--- config.mk ---
export PLATFORM = sky130hd
export DESIGN_NAME = alu_addsub_pipe
export DESIGN_NICKNAME = d
export VERILOG_FILES = /design/src/rtl/alu_pkg.sv /design/src/rtl/alu_addsub_slice.sv /design/src/rtl/fulladder.sv /design/src/rtl/alu_addsub_pipe.sv
export SDC_FILE = /design/constraint.sdc
export NUM_CORES = 1
export LEC_CHECK = 0
export CAP_MARGIN = 20
export CORE_ASPECT_RATIO = 1.5
export CORE_MARGIN = 3
export CORE_UTILIZATION = 45
export DETAILED_ROUTE_END_ITERATION = 16
export GPL_ROUTABILITY_DRIVEN = 0
export GPL_TIMING_DRIVEN = 1
export PLACE_DENSITY = 0.68
export REMOVE_ABC_BUFFERS = 1
export SYNTH_ARGS = -nofsm -noshare
export SYNTH_HDL_FRONTEND = slang
export SYNTH_SLANG_ARGS = --single-unit
--- constraint.sdc ---
create_clock -name clk -period 4.1 [get_ports clk]
set_input_delay 0.82 -clock clk [delete_from_list [all_inputs] [get_ports clk]]
set_output_delay 0.82 -clock clk [all_outputs]
set_load 0.01 [all_outputs]
--- src/rtl/alu_pkg.sv ---
// Shared definitions for the pipelined add/subtract unit.
// ADDSUB_SAT_EN adds the sat flag to the per-stage control payload.
package alu_pkg;

    localparam logic OP_ADD = 1'b0;
    localparam logic OP_SUB = 1'b1;

    // Widest result sat_value can produce.
    localparam int SAT_MAX_W = 256;

    // Control half of the stage payload; operand/sum bits are sized per stage in the pipe.
    typedef struct packed {
        logic valid;
        logic carry;
`ifdef ADDSUB_SAT_EN
        logic sub;
        logic sat;
`endif
    } stage_ctrl_t;

    // Saturation limit for a width-bit two's-complement result.
    // sign = 0 gives the most positive value, sign = 1 the most negative.
    function automatic logic [SAT_MAX_W-1:0] sat_value(input logic sign, input int width);
        logic [SAT_MAX_W-1:0] v;
        v = '0;
        for (int i = 0; i < SAT_MAX_W; i++) begin
            if (i < width) begin
                v[i] = (i == width - 1) ? sign : ~sign;
            end
        end
        return v;
    endfunction

endpackage

--- src/rtl/alu_addsub_slice.sv ---
// Combinational CHUNK-bit ripple adder built from fulladder cells.
// cmsb is the carry into the slice MSB, needed for the signed-overflow flag.
module alu_addsub_slice #(
    parameter int CHUNK = 8
) (
    input  logic [CHUNK-1:0] a,
    input  logic [CHUNK-1:0] b,
    input  logic             cin,
    output logic [CHUNK-1:0] s,
    output logic             cout,
    output logic             cmsb
);

    logic [CHUNK:0] c;

    assign c[0] = cin;

    for (genvar i = 0; i < CHUNK; i++) begin : g_bit
        fulladder u_fa (
            .a    (a[i]),
            .b    (b[i]),
            .cin  (c[i]),
            .s    (s[i]),
            .cout (c[i+1])
        );
    end

    assign cout = c[CHUNK];
    assign cmsb = c[CHUNK-1];

endmodule

--- src/rtl/fulladder.sv ---
// One-bit full adder cell from the alu32 datapath.
module fulladder (
    input  logic a,
    input  logic b,
    input  logic cin,
    output logic s,
    output logic cout
);

    assign s    = a ^ b ^ cin;
    assign cout = (a & b) | (cin & (a ^ b));

endmodule

--- src/rtl/alu_addsub_pipe.sv ---
// Pipelined WIDTH-bit add/subtract: the ripple carry chain is cut into STAGES registered slices.
// Optional build macro ADDSUB_SAT_EN adds a sat input that clamps overflowing results.
module alu_addsub_pipe
    import alu_pkg::*;
#(
    parameter int WIDTH  = 32,
    parameter int STAGES = 4
) (
    input  logic             clk,
    input  logic             rst,
    input  logic             in_valid,
    output logic             in_ready,
    input  logic [WIDTH-1:0] input1,
    input  logic [WIDTH-1:0] input2,
    input  logic             sub,
`ifdef ADDSUB_SAT_EN
    input  logic             sat,
`endif
    output logic             out_valid,
    input  logic             out_ready,
    output logic [WIDTH-1:0] sum,
    output logic             carry_out,
    output logic             overflow,
    output logic             zero
);

    localparam int CHUNK = WIDTH / STAGES;

    if ((STAGES < 1) || (STAGES > WIDTH) || ((WIDTH % STAGES) != 0)) begin : g_param_check
        $error("alu_addsub_pipe: WIDTH must be a multiple of STAGES with 1 <= STAGES <= WIDTH");
    end

    // Whole pipe moves as one: any stall freezes every stage, bubbles included.
    logic adv;

    assign adv      = !out_valid || out_ready;
    assign in_ready = adv;

    for (genvar k = 0; k < STAGES; k++) begin : g_stage
        // Operand bits not yet consumed shrink by CHUNK per stage; finished sum bits grow.
        localparam int RW = WIDTH - k * CHUNK;

        logic [RW-1:0]          a_i;
        logic [RW-1:0]          b_i;
        stage_ctrl_t            ctrl_i;
        logic [(k+1)*CHUNK-1:0] s_done;
        logic [CHUNK-1:0]       s_slice;
        logic                   c_slice;
        logic                   c_msb;

        if (k == 0) begin : g_src
            logic is_sub;

            assign is_sub = (sub == OP_SUB);
            assign a_i    = input1;
            assign b_i    = input2 ^ {WIDTH{is_sub}};
            assign s_done = s_slice;

            always_comb begin
                ctrl_i       = '0;
                ctrl_i.valid = in_valid;
                ctrl_i.carry = is_sub;
`ifdef ADDSUB_SAT_EN
                ctrl_i.sub   = sub;
                ctrl_i.sat   = sat;
`endif
            end
        end else begin : g_src
            assign a_i    = g_stage[k-1].g_reg.a_p;
            assign b_i    = g_stage[k-1].g_reg.b_p;
            assign ctrl_i = g_stage[k-1].g_reg.ctrl_p;
            assign s_done = {s_slice, g_stage[k-1].g_reg.s_p};
        end

        alu_addsub_slice #(
            .CHUNK (CHUNK)
        ) u_slice (
            .a    (a_i[CHUNK-1:0]),
            .b    (b_i[CHUNK-1:0]),
            .cin  (ctrl_i.carry),
            .s    (s_slice),
            .cout (c_slice),
            .cmsb (c_msb)
        );

        if (k < STAGES - 1) begin : g_reg
            logic [RW-CHUNK-1:0]    a_p;
            logic [RW-CHUNK-1:0]    b_p;
            logic [(k+1)*CHUNK-1:0] s_p;
            stage_ctrl_t            ctrl_p;
            logic                   c_msb_unused;

            assign c_msb_unused = c_msb;

            // ---- stage k -> k+1 boundary ----
            always_ff @(posedge clk or posedge rst) begin
                if (rst) begin
                    ctrl_p <= '0;
                end else if (adv) begin
                    ctrl_p       <= ctrl_i;
                    ctrl_p.carry <= c_slice;
                end
            end

            always_ff @(posedge clk) begin
                if (adv) begin
                    a_p <= a_i[RW-1:CHUNK];
                    b_p <= b_i[RW-1:CHUNK];
                    s_p <= s_done;
                end
            end
        end else begin : g_out
            logic [WIDTH-1:0] res;
            logic             ovf;

            assign ovf = c_msb ^ c_slice;

`ifdef ADDSUB_SAT_EN
            // On overflow both operand signs agree, so either one names the clamp direction.
            logic sign;

            assign sign = (ctrl_i.sub == OP_ADD) ? a_i[CHUNK-1] : b_i[CHUNK-1];
            assign res  = (ctrl_i.sat && ovf) ? WIDTH'(sat_value(sign, WIDTH)) : s_done;
`else
            assign res = s_done;
`endif

            // ---- output register boundary ----
            always_ff @(posedge clk or posedge rst) begin
                if (rst) begin
                    out_valid <= 1'b0;
                    sum       <= '0;
                    carry_out <= 1'b0;
                    overflow  <= 1'b0;
                    zero      <= 1'b0;
                end else if (adv) begin
                    out_valid <= ctrl_i.valid;
                    sum       <= res;
                    carry_out <= c_slice;
                    overflow  <= ovf;
                    zero      <= ~|res;
                end
            end
        end
    end

endmodule

; Yosys cells after proc, flatten, opt, wreduce, memory -nomap -nowiden
; Index checks and enable logic that the tools add are counted.
[word_totals]
in_bits = 69
wordCells = 186
output_inout_bits = 37
regBits = 186
[classes]
n_reduce_logical = 4
bitwise_logic = 162
[op_table]
columns = cell, count
row1 = $xor A1 B1 Y1, 65
row2 = $and A1 B1 Y1, 64
row3 = $or A1 B1 Y1, 32
row4 = $reduce_or A32 Y1, 1
row5 = $xor A32 B32 Y32, 1
row6 = $logic_not A1 Y1, 2
row7 = $logic_or A1 B1 Y1, 1

; Longest topological paths before layout
; Gate-level depths: netlist of run 1.
[logic_depth]
depth_word = 18
depth_mapped = 14
ltp_nobuf = 14

; By module
; A second synthesis of run 1 with hierarchy kept.
[unflattened]
hier_cells = 399
hier_area_um2 = 6961.7
[by_module_without_submodules]
columns = module, cells_each, area_per_inst_um2, n_inst, seq_area_each_um2
row1 = alu_addsub_pipe, 367, 6321.1, 1, 5375.2
row2 = fulladder, 1, 20.0, 32, 0.0

; Least setup slack after synthesis of run 1
; OpenSTA, ideal clock, no wires.
[synth_path]
path_kind = input to register
startpoint = input sub
endpoint = register g_stage[0].g_reg.s_p[7], data pin
arrival_ns = 4.007
cell_stages = 11
required_ns = 3.831
setup_slack_ns = -0.176
setup_ns = 0.269
path_cell_list = buf_2 > buf_4 > xnor2_1 > fa_1 > fa_1 > fa_1 > fa_1 > fa_1 > fa_1 > inv_1 > fa_1
[synth_via]
elab_chain_cells = 17
elab_cells_between_ends = 31
classes_between = bitwise: 31
[synth_lines]
columns = item, line_no
row1 = from (decl), alu_addsub_pipe.sv:15  ; input logic sub,
row2 = $xor A32 B32 Y32, alu_addsub_pipe.sv:56  ; assign b_i = input2 ^ {WIDTH{is_sub}};
row3 = $xor A1 B1 Y1, fulladder.sv:11  ; assign cout = (a & b) | (cin & (a ^ b));
row4 = $and A1 B1 Y1, fulladder.sv:11
row5 = $or A1 B1 Y1, fulladder.sv:11
row6 = $and A1 B1 Y1, fulladder.sv:11
row7 = $or A1 B1 Y1, fulladder.sv:11
row8 = $and A1 B1 Y1, fulladder.sv:11
row9 = $or A1 B1 Y1, fulladder.sv:11
row10 = [2 not listed], n/a
row11 = $and A1 B1 Y1, fulladder.sv:11
row12 = $or A1 B1 Y1, fulladder.sv:11
row13 = $and A1 B1 Y1, fulladder.sv:11
row14 = $or A1 B1 Y1, fulladder.sv:11
row15 = $and A1 B1 Y1, fulladder.sv:11
row16 = $or A1 B1 Y1, fulladder.sv:11
row17 = $xor A1 B1 Y1 *, fulladder.sv:10  ; assign s = a ^ b ^ cin;
row18 = via g_stage[0].u_slice.g_bit[7].u_fa.s, fulladder.sv:6  ; output logic s,
row19 = to (signal assigned), alu_addsub_pipe.sv:109  ; s_p <= s_done;
row20 = to (decl), alu_addsub_pipe.sv:89  ; logic [(k+1)*CHUNK-1:0] s_p;
; The timed path passes the listed nets; every way through them passes the cells marked *.
; A chain may end at the register's enable or synchronous reset.

; Worst setup path in the final report of run 1
[layout_path]
startpoint = register g_stage[2].g_reg.a_p[0]
endpoint = register zero
[layout_via]
elab_chain_cells = 18
elab_cells_between_ends = 26
classes_between = bitwise: 24 / reduce/logical: 2
[layout_lines]
columns = item, line_no
row1 = from (decl), alu_addsub_pipe.sv:87  ; logic [RW-CHUNK-1:0] a_p;
row2 = from (signal assigned), alu_addsub_pipe.sv:107  ; a_p <= a_i[RW-1:CHUNK];
row3 = $xor A1 B1 Y1, "fulladder.sv:10, fulladder.sv:11"
row4 = $and A1 B1 Y1, fulladder.sv:11
row5 = $or A1 B1 Y1, fulladder.sv:11
row6 = $and A1 B1 Y1, fulladder.sv:11
row7 = $or A1 B1 Y1, fulladder.sv:11
row8 = $and A1 B1 Y1, fulladder.sv:11
row9 = $or A1 B1 Y1, fulladder.sv:11
row10 = $and A1 B1 Y1, fulladder.sv:11
row11 = [2 not listed], n/a
row12 = $or A1 B1 Y1, fulladder.sv:11
row13 = $and A1 B1 Y1, fulladder.sv:11
row14 = $or A1 B1 Y1, fulladder.sv:11
row15 = $and A1 B1 Y1, fulladder.sv:11
row16 = $or A1 B1 Y1, fulladder.sv:11
row17 = $xor A1 B1 Y1, fulladder.sv:10
row18 = $reduce_or A32 Y1 *, alu_addsub_pipe.sv:141  ; zero <= ~|res;
row19 = $logic_not A1 Y1 *, alu_addsub_pipe.sv:141
row20 = to (signal assigned), alu_addsub_pipe.sv:141
row21 = to (decl), alu_addsub_pipe.sv:24  ; output logic zero
; Mark *: on every way between the ends. The rest lies on a longest branch, timed or not.

==> results.yml, run 1 <==
power_and_ir_drop:
  power.leakage_nw: 3.60
  power_density_nw_per_um2: 707
  power_w: 0.00634
  vdd_drop_max_mv: 0.338
job:
  cap_violations: 0
clock_tree:
  numClockSinks: 186
  clock_path_buffers: 2
  post_cts_buffers: 0
  cts_buffers: 17
  cts_tree: "done"
  path_clk_slew_ns: 0.06
  htree_levels: 4
  cts-hold-fix-buffers: 0
  root_buffer: "clkbuf_16"
  clk_latency_ns: 0.41
timing:
  finalSetupViolCount: 0
  fin_skew_ns: 0.00963
  rsz0062_at_grt: "yes"
  maxSlewViolCount: 0
  final-hold-violation-count: 0
  max_slew_margin_pct: 39.3
  period_needed_ns: 4.02
  min_period_over_period_pct: 98.1
  clock.fmax_mhz: 249
  tightestPinTransition_ns: 0.909
route:
  viasPerCell: 4.58
  firstDrtPassIters: 4
  wl_per_cell_um: 14.4
  num_vias: 3505
  postRouteAntennaNets: 0
  drtIter0Drc: 216
  drt-total-wl_um: 11000
  drc: 0
setup_path:
  worstPathMaxFanout: 2
  critPathKind: "reg2reg"
  cp_slowest_cell: "fa_2"
  cp_top_family: "adder cells"
  path_common_cell: "fa_2"
  crit_buf_inv: 3
  worstSetupStartpointType: "register"
  arrival_ns: 4.33
  cp_cell_sequence: "inv_1, fa_2, fa_2, fa_2, fa_2, fa_1, inv_1, fa_1, fa_2, inv_1, fa_2, nor4b_4, nand4_1, o41ai_2"
  max_stage_delay_ns: 0.56
  r2r_slack_ns: 0.08
  end_kind: "register"
  worstPathRequired_ns: 4.40
floorplan:
  core_um2: 15300
  die_w_um: 108
  start_util_pct: 46.4
  die_y_um: 160
  rows: 55
  die-area_um2: 17300
  io-pin-count: 106
synth:
  ys_types: 21
  syn-instance-count: 436
  ys_warn_count: 0
  syn_area_um2: 7090
  synth.area.top_cells: "edfxtp_1 61%, dfrtp_1 15%, fa_1 8.8%"
  avgSynthCellArea_um2: 16.3
  synth.largest_area_cell: "edfxtp_1"
  synth_largest_type_area_fraction_pct: 61.0
  seq_area_frac_synth_pct: 75.8
  ys_seq_elements: 186
placement:
  portBuffers: 105
  dp.final_hpwl_um: 7450
  dpl_cell_area_um2: 8370
finish:
  seq_area_um2: 5380
  multi_input_area_um2: 1500
  final_cell_mix: "144 x edfxtp_1, 104 x clkdlybuf4s50_1, 90 x nand2_1"
  drive_above_1_share_pct: 9.70
  final_cell_area_um2: 8970
  antenna_cells: 0
  syn2layout_area_growth_pct: 26.5
  fill_cells: 1220
  layout_commonest_cell: "edfxtp_1"
  final_nets: 654
min_path:
  hold_path_class: "reg2reg"
grt:
  antenna_found_initial: 0
  grt_pass1_wl_um: 18000
  grt_start_max_net_pins: 197
  overflow: 0
  grt_pass1_vias: 3741
  grt.total_usage_pct: 13.6
outcome:
  run_status: "finished clean"
## routing by layer
| metal | GRT usage (%) | up-vias | wire length, µm |
|---|---|---|---|
| met5 | 0 | - | 0 |
| met4 | 5.00 | 0 | 131 |
| met3 | 2.75 | 8 | 432 |
| met2 | 24.1 | 88 | 6040 |
| met1 | 16.1 | 1724 | 4420 |
| li1 | - | 1685 | - |
## power by group
part           switching [W]  internal (W)  total [W]
registers           0.000302       0.00294    0.00324
logic               0.000828      0.000771    0.00160
clock network       0.000643      0.000855    0.00150
## path summary, 6_finish.rpt
check	start	end	cells after the start
hold / removal	g_stage[1].g_reg.s_p[5]	g_stage[2].g_reg.s_p[5]	0
min in group asynchronous	rst	g_stage[1].g_reg.ctrl_p[0]	2
hold reg to reg	g_stage[1].g_reg.s_p[5]	g_stage[2].g_reg.s_p[5]	0
setup reg to reg	g_stage[2].g_reg.a_p[0]	zero	14
setup / recovery	g_stage[2].g_reg.a_p[0]	zero	14
max in group asynchronous	rst	sum[4]	2
## repair_timing
action / CTS / global route
hold endpoints to repair: 0 / 0
pin swaps: 1 / 2
gates resized for setup: 8 / 9
setup endpoints to repair: 4 / 4
## metrics by stage
stage,setup WS (ns),cells,TNS (ns),util [%],hold slack [ns]
floorplan,0.158,423,0,-,0.400
global placement,-0.377,734,-0.641,54.8,0.401
detailed placement,-0.481,734,-1.05,54.8,0.405
CTS,0.00602,766,0,58.5,0.417
global route,-0.166,766,-0.166,58.7,0.415
finish,0.0773,766,0,58.7,0.417
## flip-flops by register name, summed over array words and instances, names as in the netlist
signal and cells:
g_stage.g_reg.a_p 48, g_stage.g_reg.b_p 48, g_stage.g_reg.s_p 48, sum 32, g_stage.g_reg.ctrl_p 6, carry_out 1, out_valid 1, overflow 1
zero 1
## cell usage after synthesis
cell type,n
o41ai_2,1
nor2b_1,1
nor2_1,11
nand2b_1,1
nand4_1,2
edfxtp_1,144
buf_4,8
inv_4,1
mux2i_1,1
xnor2_1,6
o21ai_0,1
inv_1,47
xor2_1,27
dfrtp_1,42
nor4_1,5
fa_1,31
buf_2,5
nand2_1,90
a21oi_1,10
and4b_1,1
nor4b_1,1
## layout make-up
| cell class | count | share of cell area, % |
|---|---|---|
| clock buffers | 22 | 5.06 |
| clock inverters | 10 | 1.05 |
| inverters | 48 | 2.06 |
| multi-input cells | 189 | 16.7 |
| flip-flops and latches | 186 | 59.9 |
| well taps | 199 | 2.78 |
| repair buffers | 112 | 12.4 |
## kinds of logic (layout without fill, tap and decap cells)
logic type               after synthesis  count (layout)  synth area share, %
flip-flops                           186             186                 75.8
AND/OR/NAND/NOR                      112             112                 6.41
buffers and inverters                 61             192                 3.78
XOR/XNOR                              33              33                 4.08
adder cells (fa/ha/maj)               31              31                 8.76
AO/OA/AOI/OAI                         12              12                 1.01
multiplexers                           1               1                0.141
## worst reg2reg max path, cell delays in order (launching register included)
cell and delay (ns):
edfxtp_1 0.32, inv_1 0.06, fa_2 0.40, fa_2 0.36, fa_2 0.35, fa_2 0.35
fa_1 0.36, inv_1 0.08, fa_1 0.19, fa_2 0.21, inv_1 0.06, fa_2 0.56
nor4b_4 0.19, nand4_1 0.14, o41ai_2 0.29
(Power assumes the default switching activity.)
==> run 2: changes to the inputs <==
Settings changed: DONT_BUFFER_PORTS set to 1, PLACE_DENSITY 0.68 to 0.59.
==> run 2 against run 1 <==
Effect of this change:
- worst hold slack worse by 0.12 ns
- critical path depth stayed put
- first-iteration DRC count down 41%
- clock power up 7%
- critical path type unchanged
- critical endpoint unchanged
==> results.yml, run 2 (synthesis gave the netlist of run 1 again) <==
timing:
  tightestPinTransition_ns: 0.737
  clock.fmax_mhz: 253
  maxSlewViolCount: 0
  finalSetupViolCount: 0
  min_period_over_period_pct: 96.4
  fin_skew_ns: 0.00960
  period_needed_ns: 3.95
  max_slew_margin_pct: 50.9
  tns_ns: 0
  rsz0062_at_grt: "no"
  final-hold-violation-count: 0
finish:
  final_cell_mix: "144 x edfxtp_1, 90 x nand2_1, 45 x inv_1"
  multi_input_area_um2: 1490
  drive_above_1_share_pct: 11.5
  biggestRegsByFlops: "g_stage.g_reg.a_p x48, g_stage.g_reg.b_p x48, g_stage.g_reg.s_p x48"
  syn2layout_area_growth_pct: 12.1
  final_nets: 548
  final_cell_area_um2: 7950
  layout_commonest_cell: "edfxtp_1"
  seq_area_um2: 5380
  fill_cells: 1273
  antenna_cells: 0
job:
  cap_violations: 0
grt:
  overflow: 0
  grt_pass1_wl_um: 16700
  grt.total_usage_pct: 13.0
  antenna_found_initial: 0
  grt_pass1_vias: 3236
  grt_start_max_net_pins: 115
setup_path:
  worstSetupStartpointType: "register"
  cp_slowest_cell: "fa_1"
  cp_top_family: "adder cells"
  crit_buf_inv: 3
  worstPathRequired_ns: 4.41
  cp_cell_sequence: "inv_1, fa_2, fa_2, fa_2, fa_2, fa_2, inv_2, fa_1, fa_2, inv_1, fa_1, nor4b_4, nand4_1, o41ai_2"
  path_common_cell: "fa_2"
  end_kind: "register"
  r2r_slack_ns: 0.15
  arrival_ns: 4.26
  worstPathMaxFanout: 2
  max_stage_delay_ns: 0.55
  timing.rr.end: "zero"
  critPathKind: "reg2reg"
  reg2reg_from: "g_stage[2].g_reg.a_p[0]"
  reg2reg_depth: 14
floorplan:
  core_um2: 15300
  die_w_um: 108
  die-area_um2: 17300
  start_util_pct: 46.4
  io-pin-count: 106
  die_y_um: 160
  rows: 55
placement:
  portBuffers: 0
  dp.final_hpwl_um: 7020
  dpl_cell_area_um2: 7290
outcome:
  run_status: "finished clean"
min_path:
  hold_path_class: "in2async"
route:
  drtIter0Drc: 127
  drt-total-wl_um: 10600
  viasPerCell: 4.71
  num_vias: 3107
  postRouteAntennaNets: 0
  wl_per_cell_um: 16.0
  firstDrtPassIters: 4
  drc: 0
clock_tree:
  cts_tree: "done"
  clk_latency_ns: 0.41
  clock_path_buffers: 2
  path_clk_slew_ns: 0.06
  cts_buffers: 17
  cts-hold-fix-buffers: 0
  numClockSinks: 186
  htree_levels: 4
  root_buffer: "clkbuf_16"
power_and_ir_drop:
  sw_frac_of_total_pct: 28.9
  pwr-share-seq_pct: 55.7
  pwr-share-comb_pct: 17.6
  switching_power_w: 0.00174
  power.leakage_nw: 3.20
  power_density_nw_per_um2: 757
  internal_power_w: 0.00428
  vdd_drop_max_mv: 0.326
  clkPwrFrac_pct: 26.7
## run 2: final cells by class
| cell class | instances | share of cell area [%] |
|---|---|---|
| Sequential cell | 186 | 67.6 |
| Multi-Input combinational cell | 189 | 18.8 |
| Clock buffer | 21 | 5.67 |
| Tap cell | 199 | 3.13 |
| Inverter | 48 | 2.36 |
| Clock inverter | 11 | 1.72 |
| Timing Repair Buffer | 6 | 0.724 |
## run 2: worst register-to-register path, cell delays in order, from the launching register on
cell and delay [ns]:
edfxtp_1 0.32, inv_1 0.05, fa_2 0.39, fa_2 0.39
fa_2 0.35, fa_2 0.34, fa_2 0.34, inv_2 0.07
fa_1 0.18, fa_2 0.20, inv_1 0.05, fa_1 0.55
nor4b_4 0.20, nand4_1 0.13, o41ai_2 0.29
## run 2: power by group through the flow
| stage | combinational [W] | sequential, W | clock, W |
|---|---|---|---|
| floorplan | 0.000762 | 0.00327 | 0 |
| global placement | 0.000977 | 0.00338 | 0 |
| detailed placement | 0.00103 | 0.00341 | 0 |
| CTS | 0.00105 | 0.00337 | 0.00166 |
| global route | 0.00126 | 0.00344 | 0.00174 |
| finish | 0.00106 | 0.00335 | 0.00160 |
## run 2: worst max-delay path by stage
stage          slack, ns                     from  depth (start not counted)                 endpoint
2_1_floorplan       0.16                input2[1]                          9  g_stage[0].g_reg.s_p[7]
3_3_place_gp       -0.07  g_stage[2].g_reg.a_p[0]                         14                     zero
3_5_place_dp       -0.09  g_stage[2].g_reg.a_p[0]                         14                     zero
4_1_cts             0.03  g_stage[2].g_reg.a_p[0]                         14                     zero
5_1_grt            0.005  g_stage[2].g_reg.a_p[0]                         14                     zero
6_report            0.15  g_stage[2].g_reg.a_p[0]                         14                     zero
## run 2: stage by stage
| stage | total power (W) | utilization (%) | hold WS, ns | setup slack (ns) | std cells |
|---|---|---|---|---|---|
| finish | 0.00602 | 52.0 | 0.296 | 0.149 | 660 |
| global route | 0.00644 | 52.0 | 0.312 | 0.00485 | 660 |
| CTS | 0.00609 | 51.7 | 0.415 | 0.0277 | 658 |
| detailed placement | 0.00444 | 47.7 | 0.405 | -0.0941 | 626 |
| global placement | 0.00435 | 47.7 | 0.400 | -0.0708 | 626 |
| floorplan | 0.00404 | - | 0.400 | 0.158 | 423 |
## run 2: per-layer routing
metal | share of wire, % | routed length (µm) | vias to the layer above | track usage (%)
met5 | 0 | 0 | - | 0
met2 | 50 | 5300 | 94 | 20.5
met3 | 6.2 | 654 | 18 | 3.84
li1 | - | - | 1472 | -
met4 | 2.8 | 295 | 0 | 6.38
met1 | 41 | 4310 | 1523 | 16.4
## run 2: repair_timing
action,4_1_cts,5_1_grt
pin swaps,0,3
endpoints found under the hold margin,0,0
setup endpoints to repair,3,3
gates resized for setup,5,10
buffers inserted,0,1
==> run 3: changes to the inputs <==
Settings changed: CORE_MARGIN 3 to not set, HOLD_SLACK_MARGIN set to 0.02.
==> run 3 against run 2 <==
Effect of this change:
- combinational power about the same
- clock skew is 0.0025 ns lower
- final area barely moved
- die area shrank 6.1%
- maximum frequency is 0.60% lower
- sequential share of layout area about the same
- first-iteration DRC count fell by 10%
==> results.yml, run 3 (synthesis gave the netlist of run 1 again) <==
outcome:
  run_status: "finished clean"
setup_path:
  critPathKind: "reg2reg"
  worstPathRequired_ns: 4.41
  end_kind: "register"
  arrival_ns: 4.29
  r2r_slack_ns: 0.13
  path_common_cell: "fa_2"
  reg2reg_from: "g_stage[2].g_reg.a_p[0]"
  startpoint: "g_stage[2].g_reg.a_p[0]"
  timing.rr.end: "zero"
  cp_slowest_cell: "fa_1"
  max_stage_delay_ns: 0.54
  worstPathMaxFanout: 2
  reg2reg_depth: 14
  worstSetupStartpointType: "register"
  crit_end: "zero"
  cp_cell_sequence: "inv_1, fa_2, fa_2, fa_2, fa_2, fa_2, inv_2, fa_1, fa_2, inv_1, fa_1, nor4b_4, nand4_1, o41ai_2"
clock_tree:
  cts_tree: "done"
  htree_levels: 4
  cts-hold-fix-buffers: 0
  path_clk_slew_ns: 0.07
  cts_buffers: 17
  numClockSinks: 186
  clock_path_buffers: 2
  clk_latency_ns: 0.41
  root_buffer: "clkbuf_16"
route:
  drc: 0
  firstDrtPassIters: 4
  viasPerCell: 4.71
  num_vias: 3107
  drt-total-wl_um: 10500
  drtIter0Drc: 114
  postRouteAntennaNets: 0
  wl_per_cell_um: 15.9
power_and_ir_drop:
  power_density_nw_per_um2: 763
  sw_frac_of_total_pct: 28.7
  clkPwrFrac_pct: 27.2
  vdd_drop_max_mv: 0.324
  pwr-share-comb_pct: 17.6
  power_w: 0.00607
  power.leakage_nw: 3.21
  internal_power_w: 0.00432
  switching_power_w: 0.00174
  pwr-share-seq_pct: 55.2
grt:
  antenna_found_initial: 0
  grtUsageMet1_pct: 17.1
  overflow: 0
  grt.total_usage_pct: 14.1
  gr-usage-met3_pct: 5.01
  grt_pass1_wl_um: 16700
  grt_pass1_vias: 3125
  busiest_layer: "met2"
  grt_start_max_net_pins: 86
  met2_usage_pct: 22.5
finish:
  antenna_cells: 0
  final_nets: 548
  instances_no_fill: 660
  drive_above_1_share_pct: 11.5
  syn2layout_area_growth_pct: 12.1
  biggestRegsByFlops: "g_stage.g_reg.a_p x48, g_stage.g_reg.b_p x48, g_stage.g_reg.s_p x48"
  final_cell_mix: "144 x edfxtp_1, 90 x nand2_1, 45 x inv_1"
  layout_commonest_cell: "edfxtp_1"
  multi_input_area_um2: 1490
  fill_cells: 1256
  final_cell_area_um2: 7950
  seq_area_um2: 5380
timing:
  maxSlewViolCount: 0
  max_slew_margin_pct: 36.3
  whs_ns: 0.415
  final-hold-violation-count: 0
  min_period_over_period_pct: 96.9
  clock.fmax_mhz: 252
  tightestPinTransition_ns: 0.954
  rsz0062_at_grt: "yes"
  period_needed_ns: 3.97
  finalWorstSetupSlack_ns: 0.125
  fin_skew_ns: 0.00710
  finalSetupViolCount: 0
job:
  cap_violations: 0
floorplan:
  core_um2: 15200
  die_y_um: 156
  die_w_um: 104
  io-pin-count: 106
  rows: 55
  start_util_pct: 46.6
  die-area_um2: 16300
placement:
  dpl_cell_area_um2: 7300
  placedCellCount: 627
  dp.final_hpwl_um: 6930
  portBuffers: 0
  post-place-ws_ns: -0.129
min_path:
  hold_path_class: "reg2reg"
-- run 3: layout make-up --
type	instances	share of cell area [%]
Clock buffer	19	5.45
Clock inverter	13	2.06
Inverter	48	2.36
Multi-Input combinational cell	189	18.8
Sequential cell	186	67.6
Tap cell	199	3.13
Timing Repair Buffer	6	0.567
-- run 3: repair_timing --
action	in CTS	in global routing
cloned	0	0
pin swaps	0	2
gates resized for setup	4	11
endpoints found under the setup margin	3	3
setup buffers	0	1
-- run 3: worst min-delay path by stage --
| stage | from | end | slack [ns] | cells after the start |
|---|---|---|---|---|
| global route | g_stage[0].g_reg.b_p[18] | g_stage[1].g_reg.b_p[10] | 0.42 | 0 |
| finish | g_stage[0].g_reg.a_p[19] | g_stage[1].g_reg.a_p[11] | 0.42 | 0 |
| CTS | g_stage[0].g_reg.a_p[19] | g_stage[1].g_reg.a_p[11] | 0.42 | 0 |
| floorplan | g_stage[0].g_reg.a_p[8] | g_stage[1].g_reg.a_p[0] | 0.40 | 0 |
| global placement | g_stage[0].g_reg.a_p[12] | g_stage[1].g_reg.a_p[4] | 0.40 | 0 |
| detailed placement | g_stage[0].g_reg.b_p[8] | g_stage[1].g_reg.b_p[0] | 0.40 | 0 |
-- run 3: critical path: cells and delay by family, from the launching register on --
kind | cells | cell delay (ns)
fa+ha+maj | 8 | 2.73
flops | 1 | 0.32
compound gates | 1 | 0.30
buf+inv | 3 | 0.18
simple gates | 2 | 0.35
-- run 3: layer usage --
layer | part of all wire, % | up-vias
li1 | - | 1472
met1 | 41 | 1531
met2 | 51 | 89
met3 | 5.5 | 15
met4 | 2.2 | 0
met5 | 0 | -
-- run 3: power by group through the flow --
stage	logic, W	registers (W)	clock network (W)
floorplan	0.000762	0.00327	0
global placement	0.000994	0.00337	0
detailed placement	0.00104	0.00340	0
CTS	0.00106	0.00336	0.00169
global route	0.00126	0.00343	0.00177
finish	0.00107	0.00335	0.00165
-- run 3: per-stage QoR --
stage / TNS (ns) / util (%)
floorplan: 0 / -
global placement: -0.0795 / 48.0
detailed placement: -0.188 / 48.0
CTS: -0.0404 / 52.0
global route: -0.0585 / 52.3
finish: 0 / 52.3
